===== src/rtl/pll_seq_pkg.sv =====
// Shared types and widths for the PLL reset sequencer.
// Included by pll_reset_sequencer and its testbench.
package pll_seq_pkg;

    typedef enum logic [1:0] {
        HOLD,
        WAIT_LOCK,
        LOCKED,
        FAIL
    } pll_seq_state_t;

    localparam int RETRY_W = 8;
    localparam int STAT_W  = 8;

endpackage


===== src/rtl/pll_reset_sequencer_sync_2ff.sv =====
// Two-flop synchronizer for the asynchronous PLL LOCK output.
// Synchronous active-low reset clears both stages to 0.
module sync_2ff (
    input  logic clk,
    input  logic reset,
    input  logic d,
    output logic q
);

    logic meta;

    always_ff @(posedge clk) begin
        if (!reset) begin
            meta <= 1'b0;
            q    <= 1'b0;
        end else begin
            meta <= d;
            q    <= meta;
        end
    end

endmodule


===== src/rtl/pll_reset_sequencer.sv =====
// Power-up / recovery sequencer for SB_PLL40_CORE RESETB and BYPASS.
// Optional macro PLL_SEQ_STATUS_EN adds the lock_loss_cnt status port.
module pll_reset_sequencer
    import pll_seq_pkg::*;
#(
    parameter int RESET_CYCLES   = 16,
    parameter int LOCK_STABLE    = 64,
    parameter int LOCK_TIMEOUT   = 4096,
    parameter int MAX_RETRIES    = 3,
    parameter int BYPASS_ON_FAIL = 1
) (
    input  logic               clk,
    input  logic               reset,
    input  logic               lock_in,
    output logic               pll_resetb,
    output logic               pll_bypass,
    output logic               pll_ready,
    output logic               pll_fail,
    output logic [RETRY_W-1:0] retry_count
`ifdef PLL_SEQ_STATUS_EN
    ,
    output logic [STAT_W-1:0]  lock_loss_cnt
`endif
);

    localparam int HOLD_W = $clog2(RESET_CYCLES + 1);
    localparam int STB_W  = $clog2(LOCK_STABLE + 1);
    localparam int TMO_W  = $clog2(LOCK_TIMEOUT + 1);

    localparam logic [HOLD_W-1:0]  HOLD_LAST  = HOLD_W'(RESET_CYCLES - 1);
    localparam logic [STB_W-1:0]   STB_LAST   = STB_W'(LOCK_STABLE - 1);
    localparam logic [TMO_W-1:0]   TMO_LAST   = TMO_W'(LOCK_TIMEOUT - 1);
    localparam logic [RETRY_W-1:0] RETRY_LAST = RETRY_W'(MAX_RETRIES);
    localparam logic               BYP        = (BYPASS_ON_FAIL != 0);

    pll_seq_state_t    state;
    logic [HOLD_W-1:0] hold_cnt;
    logic [STB_W-1:0]  stb_cnt;
    logic [TMO_W-1:0]  tmo_cnt;
    logic              lock_s;
    logic              lock_ok;
    logic              tmo_done;
    logic              drop;

    sync_2ff u_sync (
        .clk   (clk),
        .reset (reset),
        .d     (lock_in),
        .q     (lock_s)
    );

    // Lock qualification has priority over the attempt timeout.
    assign lock_ok  = lock_s && (stb_cnt == STB_LAST);
    assign tmo_done = (tmo_cnt == TMO_LAST);
    assign drop     = ((state == WAIT_LOCK) && !lock_ok && tmo_done) ||
                      ((state == LOCKED) && !lock_s);

    always_ff @(posedge clk) begin
        if (!reset) begin
            state       <= HOLD;
            hold_cnt    <= '0;
            stb_cnt     <= '0;
            tmo_cnt     <= '0;
            retry_count <= '0;
            pll_resetb  <= 1'b0;
            pll_bypass  <= 1'b0;
            pll_ready   <= 1'b0;
            pll_fail    <= 1'b0;
        end else begin
            unique case (state)
                HOLD: begin
                    if (hold_cnt == HOLD_LAST) begin
                        state      <= WAIT_LOCK;
                        hold_cnt   <= '0;
                        pll_resetb <= 1'b1;
                    end else begin
                        hold_cnt <= hold_cnt + 1'b1;
                    end
                end
                WAIT_LOCK: begin
                    tmo_cnt <= tmo_cnt + 1'b1;
                    stb_cnt <= lock_s ? stb_cnt + 1'b1 : '0;
                    if (lock_ok) begin
                        state       <= LOCKED;
                        retry_count <= '0;
                        pll_ready   <= 1'b1;
                        tmo_cnt     <= '0;
                        stb_cnt     <= '0;
                    end
                end
                LOCKED: begin
                end
                FAIL: begin
                end
            endcase

            // Lock timeout or lock loss: re-reset the PLL or give up.
            if (drop) begin
                hold_cnt   <= '0;
                tmo_cnt    <= '0;
                stb_cnt    <= '0;
                pll_resetb <= 1'b0;
                pll_ready  <= 1'b0;
                if (retry_count == RETRY_LAST) begin
                    state      <= FAIL;
                    pll_fail   <= 1'b1;
                    pll_bypass <= BYP;
                    pll_ready  <= BYP;
                end else begin
                    state       <= HOLD;
                    retry_count <= retry_count + 1'b1;
                end
            end
        end
    end

`ifdef PLL_SEQ_STATUS_EN
    always_ff @(posedge clk) begin
        if (!reset) begin
            lock_loss_cnt <= '0;
        end else if ((state == LOCKED) && !lock_s && (lock_loss_cnt != '1)) begin
            lock_loss_cnt <= lock_loss_cnt + 1'b1;
        end
    end
`endif

endmodule


===== config.mk =====
export PLATFORM = sky130hd
export DESIGN_NAME = pll_reset_sequencer
export DESIGN_NICKNAME = d
export VERILOG_FILES = /design/src/rtl/pll_seq_pkg.sv /design/src/rtl/pll_reset_sequencer_sync_2ff.sv /design/src/rtl/pll_reset_sequencer.sv
export SDC_FILE = /design/constraint.sdc
export NUM_CORES = 1
export LEC_CHECK = 0
export BUFFER_PORTS_ARGS = -buffer_cell sky130_fd_sc_hd__buf_2
export CAP_MARGIN = 20
export CORE_MARGIN = 1.5
export CORE_UTILIZATION = 45
export CTS_CLUSTER_SIZE = 24
export DETAILED_ROUTE_END_ITERATION = 7
export GPL_ROUTABILITY_DRIVEN = 0
export PLACE_DENSITY = 0.72
export SETUP_SLACK_MARGIN = 0.15
export SLEW_MARGIN = 15
export SYNTH_ARGS = -nofsm -noshare
export SYNTH_HDL_FRONTEND = slang
export SYNTH_SLANG_ARGS = --single-unit
export TNS_END_PERCENT = 30

===== constraint.sdc =====
create_clock -name clk -period 3.3 [get_ports clk]
set_input_delay 0.165 -clock clk [delete_from_list [all_inputs] [get_ports clk]]
set_output_delay 0.165 -clock clk [all_outputs]
set_load 0.05 [all_outputs]

---- After elaboration in Yosys (flattened, before gate mapping) ----
Index checks and enable logic that the tools add are counted.
storage, ports and cells
  flip-flop bits (word level) ............. 40
  output and inout port bits .............. 12
  logic and storage cells ................. 56
  input port bits ......................... 3
operators by class
  add/sub/neg operators ................... 4
  bitwise logic cells ..................... 1
  eq/ne operators ......................... 8
  multiplexer cells ....................... 17
  reduce and logical (&&, ||, !) cells .... 16
operators with widths
  kind                                                   number
  two-way mux 8 bit                                      4
  two-way mux 7 bit                                      2
  adder 13 x 1 -> 13 bit, second input constant          1
  equality test 13 x 12 -> 1 bit, second input constant  1
  two-way mux 13 bit                                     1
  adder 8 x 1 -> 8 bit, second input constant            1
  equality test 8 x 2 -> 1 bit, second input constant    1
  two-way mux 2 bit                                      4
  adder 7 x 1 -> 7 bit, second input constant            1
  equality test 7 x 6 -> 1 bit, second input constant    1
  != test 3 bit, second input constant                   2
  AND reduction 2 bit                                    3
  adder 5 x 1 -> 5 bit, second input constant            1
  equality test 5 x 4 -> 1 bit, second input constant    1
  two-way mux 5 bit                                      1
  logical AND 1 bit                                      4
  two-way mux 1 bit                                      4
  case mux 2 bit (2 select lines)                        1
  nonzero test 2 bit                                     2
  AND reduction 3 bit                                    1
  nonzero test 3 bit                                     1
  equality test 2 x 1 -> 1 bit, second input constant    1
  equality test 2 bit, second input constant             1
  logical NOT 1 bit                                      2
  other kinds (4)                                        4

---- Logic depth before layout (Yosys ltp) ----
Gate-level depths: netlist of run 1.
  word-level depth ........................ 8
  gate-level depth with buffers ........... 8
  gate-level depth less buffers ........... 6

---- Hierarchy ----
Synthesis of run 1 repeated with hierarchy kept, for this count alone.
second synthesis, totals
  cells, all modules ...................... 221
  area total of the unflattened synthesis .. 1,930.6 sq um
by module, submodules not included
  module               seq. area each (sq um)  times used  area each (sq um)  cells each
  pll_reset_sequencer  760.7                   1           1,878.1            217
  sync_2ff             40.0                    1           52.6               4

---- Worst setup path before layout of run 1 ----
OpenSTA, ideal clock, no wires.
  kind .................................... register -> register
  start ................................... register retry_count[0]
  end ..................................... register retry_count[7]
  clock period less this slack ............ 2.097 ns
  required time ........................... 3.224 ns
  library setup time ...................... 0.076 ns
  buffers on the path ..................... 0
  cell stages (with the launch flop) ...... 7
  setup slack ............................. 1.203 ns
  data arrival time ....................... 2.021 ns
  path through ............................ dfxtp_1 ha_1 or4b_1 o22a_2 o211ai_4 nand3_1 a31oi_1
between the ends
  longest elaborated chain between the ends .. 3
  elaborated cells between the ends (all ways) .. 4
  classes of those cells .................. 1 x add/sub; 1 x eq/ne; 2 x mux
ends and longest elaborated chain
  item                                                                         RTL line                                                text
  from (decl)                                                                  pll_reset_sequencer.sv:19                               output logic [RETRY_W-1:0] retry_count
  from (signal assigned)                                                       pll_reset_sequencer.sv:111                              retry_count <= retry_count + 1'b1;
  adder 8 x 1 -> 8 bit / equality test 8 x 2 -> 1 bit (equally long branches)  pll_reset_sequencer.sv:111, pll_reset_sequencer.sv:104
  two-way mux 8 bit (*)                                                        pll_reset_sequencer.sv:104                              if (retry_count == RETRY_LAST) begin
  two-way mux 8 bit (*)                                                        pll_reset_sequencer.sv:98                               if (drop) begin
Mark *: on every way between the ends. The rest lies on a longest branch, timed or not.
A chain may end at the register's enable or synchronous reset.

---- Worst setup path after layout of run 1 ----
  start ................................... register stb_cnt[0]
  end ..................................... register tmo_cnt[12]
between the ends
  longest elaborated chain between the ends .. 7
  elaborated cells between the ends (all ways) .. 8
  classes of those cells .................. 1 x eq/ne; 1 x mux; 6 x reduce/logical
ends and longest elaborated chain
  item                              RTL line                   text
  from (decl)                       pll_reset_sequencer.sv:38  logic [STB_W-1:0] stb_cnt;
  from (signal assigned)            pll_reset_sequencer.sv:82  stb_cnt <= lock_s ? stb_cnt + 1'b1 : '0;
  equality test 7 x 6 -> 1 bit (*)  pll_reset_sequencer.sv:53  assign lock_ok = lock_s && (stb_cnt == STB_LAST);
  logical AND 1 bit (*)             pll_reset_sequencer.sv:53
  logical NOT 1 bit                 pll_reset_sequencer.sv:55  assign drop = ((state == WAIT_LOCK) && !lock_ok && tmo_done) ||
  logical AND 1 bit (2 in series)   pll_reset_sequencer.sv:55
  logical OR 1 bit                  pll_reset_sequencer.sv:55
  OR reduction 2 bit (no line)      -
  to (signal assigned)              pll_reset_sequencer.sv:81  tmo_cnt <= tmo_cnt + 1'b1;
  to (decl)                         pll_reset_sequencer.sv:39  logic [TMO_W-1:0] tmo_cnt;
Marked as above.

==> results of run 1 <==
worst reg2reg max path, stage by stage (launching register included):
cell and delay, ns:
dfxtp_1 0.37, ha_1 0.21, nand3_1 0.17, or4_1 0.69, a31oi_4 0.33, nand3_1 0.35, nor3_1 0.22
logic make-up (layout without fill, tap and decap cells):
kind of cell | after synthesis | after routing | share of synthesized area (%)
AO/OA/AOI/OAI | 41 | 41 | 14.8
adder cells (fa/ha/maj) | 4 | 4 | 2.68
AND/OR/NAND/NOR | 106 | 106 | 31.0
flip-flops | 40 | 40 | 42.8
XOR/XNOR | 13 | 13 | 6.09
buffers and inverters | 11 | 26 | 2.68
cell usage in the layout, fill, tap and decap left out, drive strengths merged:
master	n
inv	3
or4	2
and4	2
or2	1
clkinvlp	1
o22a	1
a21oi	13
xnor2	4
buf	15
o31ai	2
xor2	9
o211ai	3
a31oi	5
or3	3
o311ai	1
o21ai	13
nor2	25
nor2b	5
clkbuf	5
nor4	2
nor3	6
nand2	22
and3	5
nand4	7
nand3b	2
o211a	3
clkinv	2
or2b	1
ha	4
and2	3
dfxtp	40
nand4b	1
nand3	14
nor3b	3
or4b	1
or3b	1
power breakdown:
part / total, W / leakage [nW] / switching, W / internal, W
registers: 0.000491 / 0.323 / 0.00000386 / 0.000487
clock network: 0.000307 / 0.0400 / 0.000164 / 0.000143
logic: 0.0000188 / 0.491 / 0.0000129 / 0.00000591
final cells by class:
type                            instances  area (um2)  share of cell area, %
Multi-Input combinational cell        164        1020                   49.6
Sequential cell                        40         801                   38.9
Timing Repair Buffer                   15        77.6                   3.77
Clock buffer                            5        68.8                   3.35
Tap cell                               50        62.6                   3.04
Inverter                                4        15.0                  0.730
Clock inverter                          2        12.5                  0.608
registers in the layout, indices dropped and copies added (netlist names):
name / cells
u_sync.meta: 1
u_sync.q: 1
pll_resetb: 1
hold_cnt: 5
retry_count: 8
pll_fail: 1
pll_ready: 1
tmo_cnt: 13
state: 2
stb_cnt: 7
worst paths after layout:
kind	from	cells after the start	end	slack [ns]
setup reg to reg	stb_cnt[0]$_SDFFE_PP0N_	6	tmo_cnt[12]$_SDFFE_PP0N_	0.87
hold reg to reg	hold_cnt[4]$_SDFFE_PP0P_	2	hold_cnt[4]$_SDFFE_PP0P_	0.43
hold / removal	lock_in	2	u_sync.meta$_SDFF_PN0_	0.08
setup / recovery	stb_cnt[0]$_SDFFE_PP0N_	6	tmo_cnt[12]$_SDFFE_PP0N_	0.87
stage by stage:
stage / utilization (%) / instance area [um2] / setup slack, ns / hold slack (ns)
final: 51.4 / 2060 / 0.871 / 0.0794
after global routing: 51.4 / 2060 / 0.656 / 0.0863
after CTS: 51.4 / 2060 / 0.843 / 0.0807
after detailed placement: 49.4 / 1980 / 0.866 / 0.376
after global placement: 49.4 / 1980 / 0.935 / 0.374
after floorplan: - / 1870 / 1.20 / 0.292
layer usage:
layer | vias to the layer above | global-route usage [%] | share of wire [%]
met5 | - | 0 | 0
met4 | 0 | 4.59 | 1.3
met3 | 5 | 4.50 | 3.2
met2 | 20 | 26.0 | 46
met1 | 704 | 22.7 | 50
li1 | 799 | - | -
==> insert_results.sql, run 1 <==
INSERT INTO impl_metrics (metric_group, metric, value, unit) VALUES
('route', 'drt_drc_violations_left', '0', ''),
('clock_tree', 'clk_latency', '0.28', 'ns'),
('clock_tree', 'htree_num_levels', '2', ''),
('power', 'power.density_cell_area', '397', 'mW/mm2'),
('clock_tree', 'cts.root.buffer_cell', 'clkbuf_8', ''),
('floorplanning', 'initial_utilization', '46.8', '%'),
('power', 'power.ir.vdd_worst', '0.329', 'mV'),
('clock_tree', 'cts.clk_slew.worst_paths', '0.07', 'ns'),
('sta', 'timing.final.max_slew_violations', '0', ''),
('sta', 'max_freq', '412', 'MHz'),
('floorplanning', 'horizontal_extent_of_the_die', '67.5', 'um'),
('floorplanning', 'die_height', '67.5', 'um'),
('yosys', 'synth_top_cell_area_share', '42.8', '%'),
('layout', 'synthToLayoutAreaGrowth', '9.97', '%'),
('placement', 'place_hpwl', '2.42', 'mm'),
('floorplanning', 'placeableCoreArea', '0.00400', 'mm2'),
('route', 'postRouteAntennaNets', '0', ''),
('sta', 'worst_pin_slew', '0.661', 'ns'),
('power', 'static-leakage-power', '0.854', 'nW'),
('sta', 'rsz_0062_raised_after_global_routing', 'false', ''),
('clock_tree', 'clock_tree.buffer_depth', '2', ''),
('yosys', 'syn-num-nets', '222', ''),
('yosys', 'synth_sequential_area_ratio', '42.8', '%'),
('yosys', 'ys.warnings.count', '0', ''),
('sta', 'clock-skew-final', '0.00198', 'ns'),
('clock_tree', 'cts_inserted_buffers', '5', ''),
('global_route', 'grt_pass1_wl', '5.83', 'mm'),
('layout', 'finish.cell_count_without_fillers', '280', ''),
('sta', 'final_hold_viol_count', '0', ''),
('floorplanning', 'top_level_ports', '15', ''),
('setup_path', 'crit_path_cell_trace', 'ha_1 -> nand3_1 -> or4_1 -> a31oi_4 -> nand3_1 -> nor3_1', ''),
('hold_path', 'worstHoldPathType', 'primary input to flip-flop', ''),
('clock_tree', 'post_cts_hold_buffer_count', '0', ''),
('layout', 'antennaDiodeCount', '0', ''),
('global_route', 'antenna_found_initial', '0', ''),
('setup_path', 'timing_worst_setup_path_type', 'flip-flop to flip-flop', ''),
('setup_path', 'critical_path.endpoint_type', 'flip-flop', ''),
('setup_path', 'slowest_stage_cell_cp', 'or4_1', ''),
('yosys', 'synth_top_flop_cell', 'dfxtp_1', ''),
('route', 'routed-via-count', '1528', ''),
('yosys', 'ys_seq_elements', '40', ''),
('placement', 'placed_cells_incl_taps', '273', ''),
('clock_tree', 'tritoncts', 'built', ''),
('global_route', 'grt_util_all_layers', '16.7', '%'),
('yosys', 'synth-edff-count', '0', ''),
('floorplanning', 'row_count', '23', ''),
('clock_tree', 'post-cts-setup-buffers', '0', ''),
('setup_path', 'crit_path_max_incr_delay', '0.69', 'ns'),
('sta', 'setup_violations', '0', ''),
('layout', 'final_layout_size_suffix_gt1_share', '13.0', '%'),
('outcome', 'status', 'complete, no violations', ''),
('clock_tree', 'cts_num_sinks', '40', ''),
('setup_path', 'worst-endpoint-arrival', '2.64', 'ns'),
('global_route', 'globalRoute.totalOverflow', '0', ''),
('route', 'detail_route.iter0.violations', '15', ''),
('yosys', 'commonest_cells_in_the_synthesized_netlist', '40 x dfxtp_1, 25 x nor2_1, 21 x nand2_1, 14 x nand3_1, 13 x a21oi_1', ''),
('job', 'cap_violations', '0', ''),
('route', 'first_pass_iters', '4', ''),
('setup_path', 'critPathRequiredTime', '3.51', 'ns'),
('yosys', 'syn_inst', '215', ''),
('sta', 'finalCritPeriodShare', '73.6', '%'),
('yosys', 'post-synth-top-area-cell', 'dfxtp_1', ''),
('global_route', 'first_global_vias', '1347', ''),
('layout', 'nets', '237', ''),
('sta', 'setup_tns', '0', 'ns'),
('yosys', 'synth.avg_cell_area', '8.70', 'um2'),
('setup_path', 'cpMostUsedCell', 'nand3_1', ''),
('yosys', 'ys_top_cells_by_area', 'dfxtp_1 43%, nor2_1 5.0%, nand2_1 4.2%', ''),
('floorplanning', 'floorplan.die_area', '0.00455', 'mm2'),
('power', 'power', '0.000816', 'W'),
('setup_path', 'critical_path.top_delay_family', 'simple AND/OR/NAND/NOR gates', '');
Note: power is estimated with default switching activity, not from simulation.
==> run 2, diff against run 1 <==
- clock period: 3.3 -> 2.3 ns (I/O delays scaled with it)
==> insert_results.sql, run 2 (synthesized netlist as in run 1, its figures left out) <==
INSERT INTO impl_metrics (metric_group, metric, value, unit) VALUES
('outcome', 'status', 'complete, no violations', ''),
('power', 'sequentialPowerShare', '51.6', '%'),
('sta', 'clock-skew-final', '0.00424', 'ns'),
('global_route', 'use_met2', '27.2', '%'),
('layout', 'layout.cells.most_common', 'dfxtp_1', ''),
('sta', 'max_freq', '491', 'MHz'),
('layout', 'layout.cells.most_common_list', '40 x dfxtp_1, 25 x nor2_1, 21 x nand2_1, 14 x nand3_1, 14 x buf_2', ''),
('placement', 'place_hpwl', '2.46', 'mm'),
('layout', 'nets', '243', ''),
('global_route', 'grt_max_degree', '16', ''),
('global_route', 'gr-max-usage-layer', 'met2', ''),
('global_route', 'grt_util_all_layers', '17.8', '%'),
('layout', 'final_core_utilization', '53.8', '%'),
('clock_tree', 'cts_inserted_buffers', '5', ''),
('sta', 'final_hold_viol_count', '0', ''),
('floorplanning', 'placeableCoreArea', '0.00400', 'mm2'),
('route', 'first_pass_iters', '4', ''),
('setup_path', 'r2r-start', 'stb_cnt[0]$_SDFFE_PP0N_', ''),
('clock_tree', 'tritoncts', 'built', ''),
('job', 'cap_violations', '0', ''),
('floorplanning', 'top_level_ports', '15', ''),
('global_route', 'globalRoute.totalOverflow', '0', ''),
('sta', 'setup_violations', '0', ''),
('clock_tree', 'htree_num_levels', '2', ''),
('setup_path', 'timing_worst_setup_path_type', 'flip-flop to flip-flop', ''),
('power', 'power', '0.00136', 'W'),
('placement', 'numPortBuffers', '14', ''),
('layout', 'top_register', 'tmo_cnt', ''),
('global_route', 'gr_met3_demand_resource', '5.50', '%'),
('route', 'wirelength', '3.55', 'mm'),
('placement', 'placed_cells_incl_taps', '279', ''),
('global_route', 'first_global_vias', '1340', ''),
('layout', 'largestRegisters', 'tmo_cnt x13, retry_count x8, stb_cnt x7', ''),
('power', 'power_frac_clock', '46.2', '%'),
('layout', 'synthToLayoutAreaGrowth', '15.0', '%'),
('setup_path', 'critPathRequiredTime', '2.52', 'ns'),
('floorplanning', 'floorplan.die_area', '0.00455', 'mm2'),
('sta', 'period_minus_slack', '2.04', 'ns'),
('hold_path', 'whs_endpoint', 'u_sync.meta$_SDFF_PN0_', ''),
('placement', 'placement.cell_area', '0.00202', 'mm2'),
('power', 'power.ir.vdd_worst', '0.372', 'mV'),
('route', 'detail_route.iter0.violations', '82', ''),
('floorplanning', 'die_height', '67.5', 'um'),
('sta', 'worst_slew_margin_rel', '61.4', '%'),
('clock_tree', 'post_cts_hold_buffer_count', '0', ''),
('floorplanning', 'initial_utilization', '46.8', '%'),
('sta', 'finalCritPeriodShare', '88.6', '%'),
('hold_path', 'min_path_cells', '2', ''),
('sta', 'setup_tns', '0', 'ns'),
('clock_tree', 'clock_tree.buffer_depth', '2', ''),
('layout', 'number_of_flip_flops_in_the_largest_register', '13', ''),
('setup_path', 'worstRegToRegCells', '7', ''),
('setup_path', 'critical_path.endpoint_type', 'flip-flop', ''),
('route', 'average_wire_length_per_cell_after_detail_routing', '12.4', 'um'),
('setup_path', 'ff2ff_setup_slack', '0.26', 'ns'),
('setup_path', 'rr_endpoint', 'tmo_cnt[12]$_SDFFE_PP0N_', ''),
('layout', 'finish.cell_count_without_fillers', '287', ''),
('setup_path', 'worst-endpoint-arrival', '2.26', 'ns'),
('setup_path', 'worstPathMaxFanout', '11', ''),
('layout', 'final_layout_size_suffix_gt1_share', '15.6', '%'),
('layout', 'fillerInstances', '358', ''),
('route', 'postRouteAntennaNets', '0', ''),
('setup_path', 'worstSetupStartpointType', 'flip-flop', ''),
('route', 'drt_drc_violations_left', '0', ''),
('sta', 'worst_pin_slew', '0.572', 'ns'),
('global_route', 'antenna_found_initial', '0', ''),
('power', 'static-leakage-power', '0.908', 'nW'),
('global_route', 'grt_pass1_wl', '6.08', 'mm'),
('floorplanning', 'horizontal_extent_of_the_die', '67.5', 'um'),
('clock_tree', 'cts.clk_slew.worst_paths', '0.08', 'ns'),
('route', 'vias_per_cell', '5.43', ''),
('sta', 'rsz_0062_raised_after_global_routing', 'true', ''),
('clock_tree', 'cts_num_sinks', '40', ''),
('power', 'p_int', '0.00109', 'W'),
('global_route', 'grtUsageMet1', '23.7', '%'),
('clock_tree', 'cts.root.buffer_cell', 'clkbuf_8', ''),
('clock_tree', 'clk_latency', '0.29', 'ns'),
('sta', 'timing.final.max_slew_violations', '0', ''),
('layout', 'postLayoutCellArea', '0.00215', 'mm2'),
('power', 'combPwrFrac', '2.3', '%'),
('layout', 'antennaDiodeCount', '0', ''),
('floorplanning', 'row_count', '23', ''),
('hold_path', 'worstHoldPathType', 'primary input to flip-flop', ''),
('power', 'power.density_cell_area', '633', 'mW/mm2'),
('power', 'power.share.switching', '19.8', '%'),
('hold_path', 'min-delay-start', 'lock_in', ''),
('route', 'routed-via-count', '1559', ''),
('power', 'p_sw', '0.000270', 'W');
-- run 2: worst max path at each step --
stage                     cells after the start                         to                      start  slack (ns)
after detailed placement                      6   hold_cnt[0]$_SDFFE_PP0P_    stb_cnt[0]$_SDFFE_PP0N_        0.26
after global placement                        6   hold_cnt[3]$_SDFFE_PP0P_    stb_cnt[0]$_SDFFE_PP0N_        0.27
after CTS                                     6   hold_cnt[0]$_SDFFE_PP0P_    stb_cnt[0]$_SDFFE_PP0N_        0.22
after floorplan                               6  retry_count[7]$_SDFF_PN0_  retry_count[0]$_SDFF_PN0_        0.20
after global routing                          7   tmo_cnt[12]$_SDFFE_PP0N_    stb_cnt[0]$_SDFFE_PP0N_        0.14
final                                         7   tmo_cnt[12]$_SDFFE_PP0N_    stb_cnt[0]$_SDFFE_PP0N_        0.26
-- run 2: stage by stage --
step                      hold slack [ns]  setup WS (ns)
after floorplan                     0.242          0.203
after global placement              0.322          0.273
after detailed placement            0.327          0.260
after CTS                          0.0241          0.219
after global routing               0.0243          0.143
final                              0.0283          0.262
-- run 2: routing by layer --
layer	routed length, um	up-vias
li1	-	809
met1	1710	704
met2	1640	41
met3	142	5
met4	55	0
met5	0	-
-- run 2: power by group through the flow --
stage	combinational, W	clock, W	sequential [W]
finish	0.0000310	0.000628	0.000702
global route	0.0000355	0.000675	0.000703
CTS	0.0000307	0.000642	0.000702
detailed placement	0.0000308	0	0.000719
global placement	0.0000302	0	0.000719
floorplan	0.0000226	0	0.000718
-- run 2: timing repair --
item / in CTS / in global routing
resized for setup: 0 / 1
hold endpoints to repair: 0 / 0
setup buffers: 0 / 0
endpoints found under the setup margin: 0 / 8
-- run 2: final cells by class --
type	instances	area, um2	area share [%]
clock inverter	1	30.0	1.40
sequential	40	801	37.2
clock buffer	7	96.3	4.48
multi-input combinational	164	1020	47.6
inverter	4	15.0	0.698
tap	50	62.6	2.91
timing repair buffer	21	123	5.70
-- run 2: worst max-delay path: stages, from the launching register on --
cell,delay (ns)
dfxtp_1,0.37
ha_1,0.21
nand3_1,0.11
or4_1,0.55
a31oi_4,0.30
nand3_1,0.12
buf_4,0.19
nor3_1,0.12
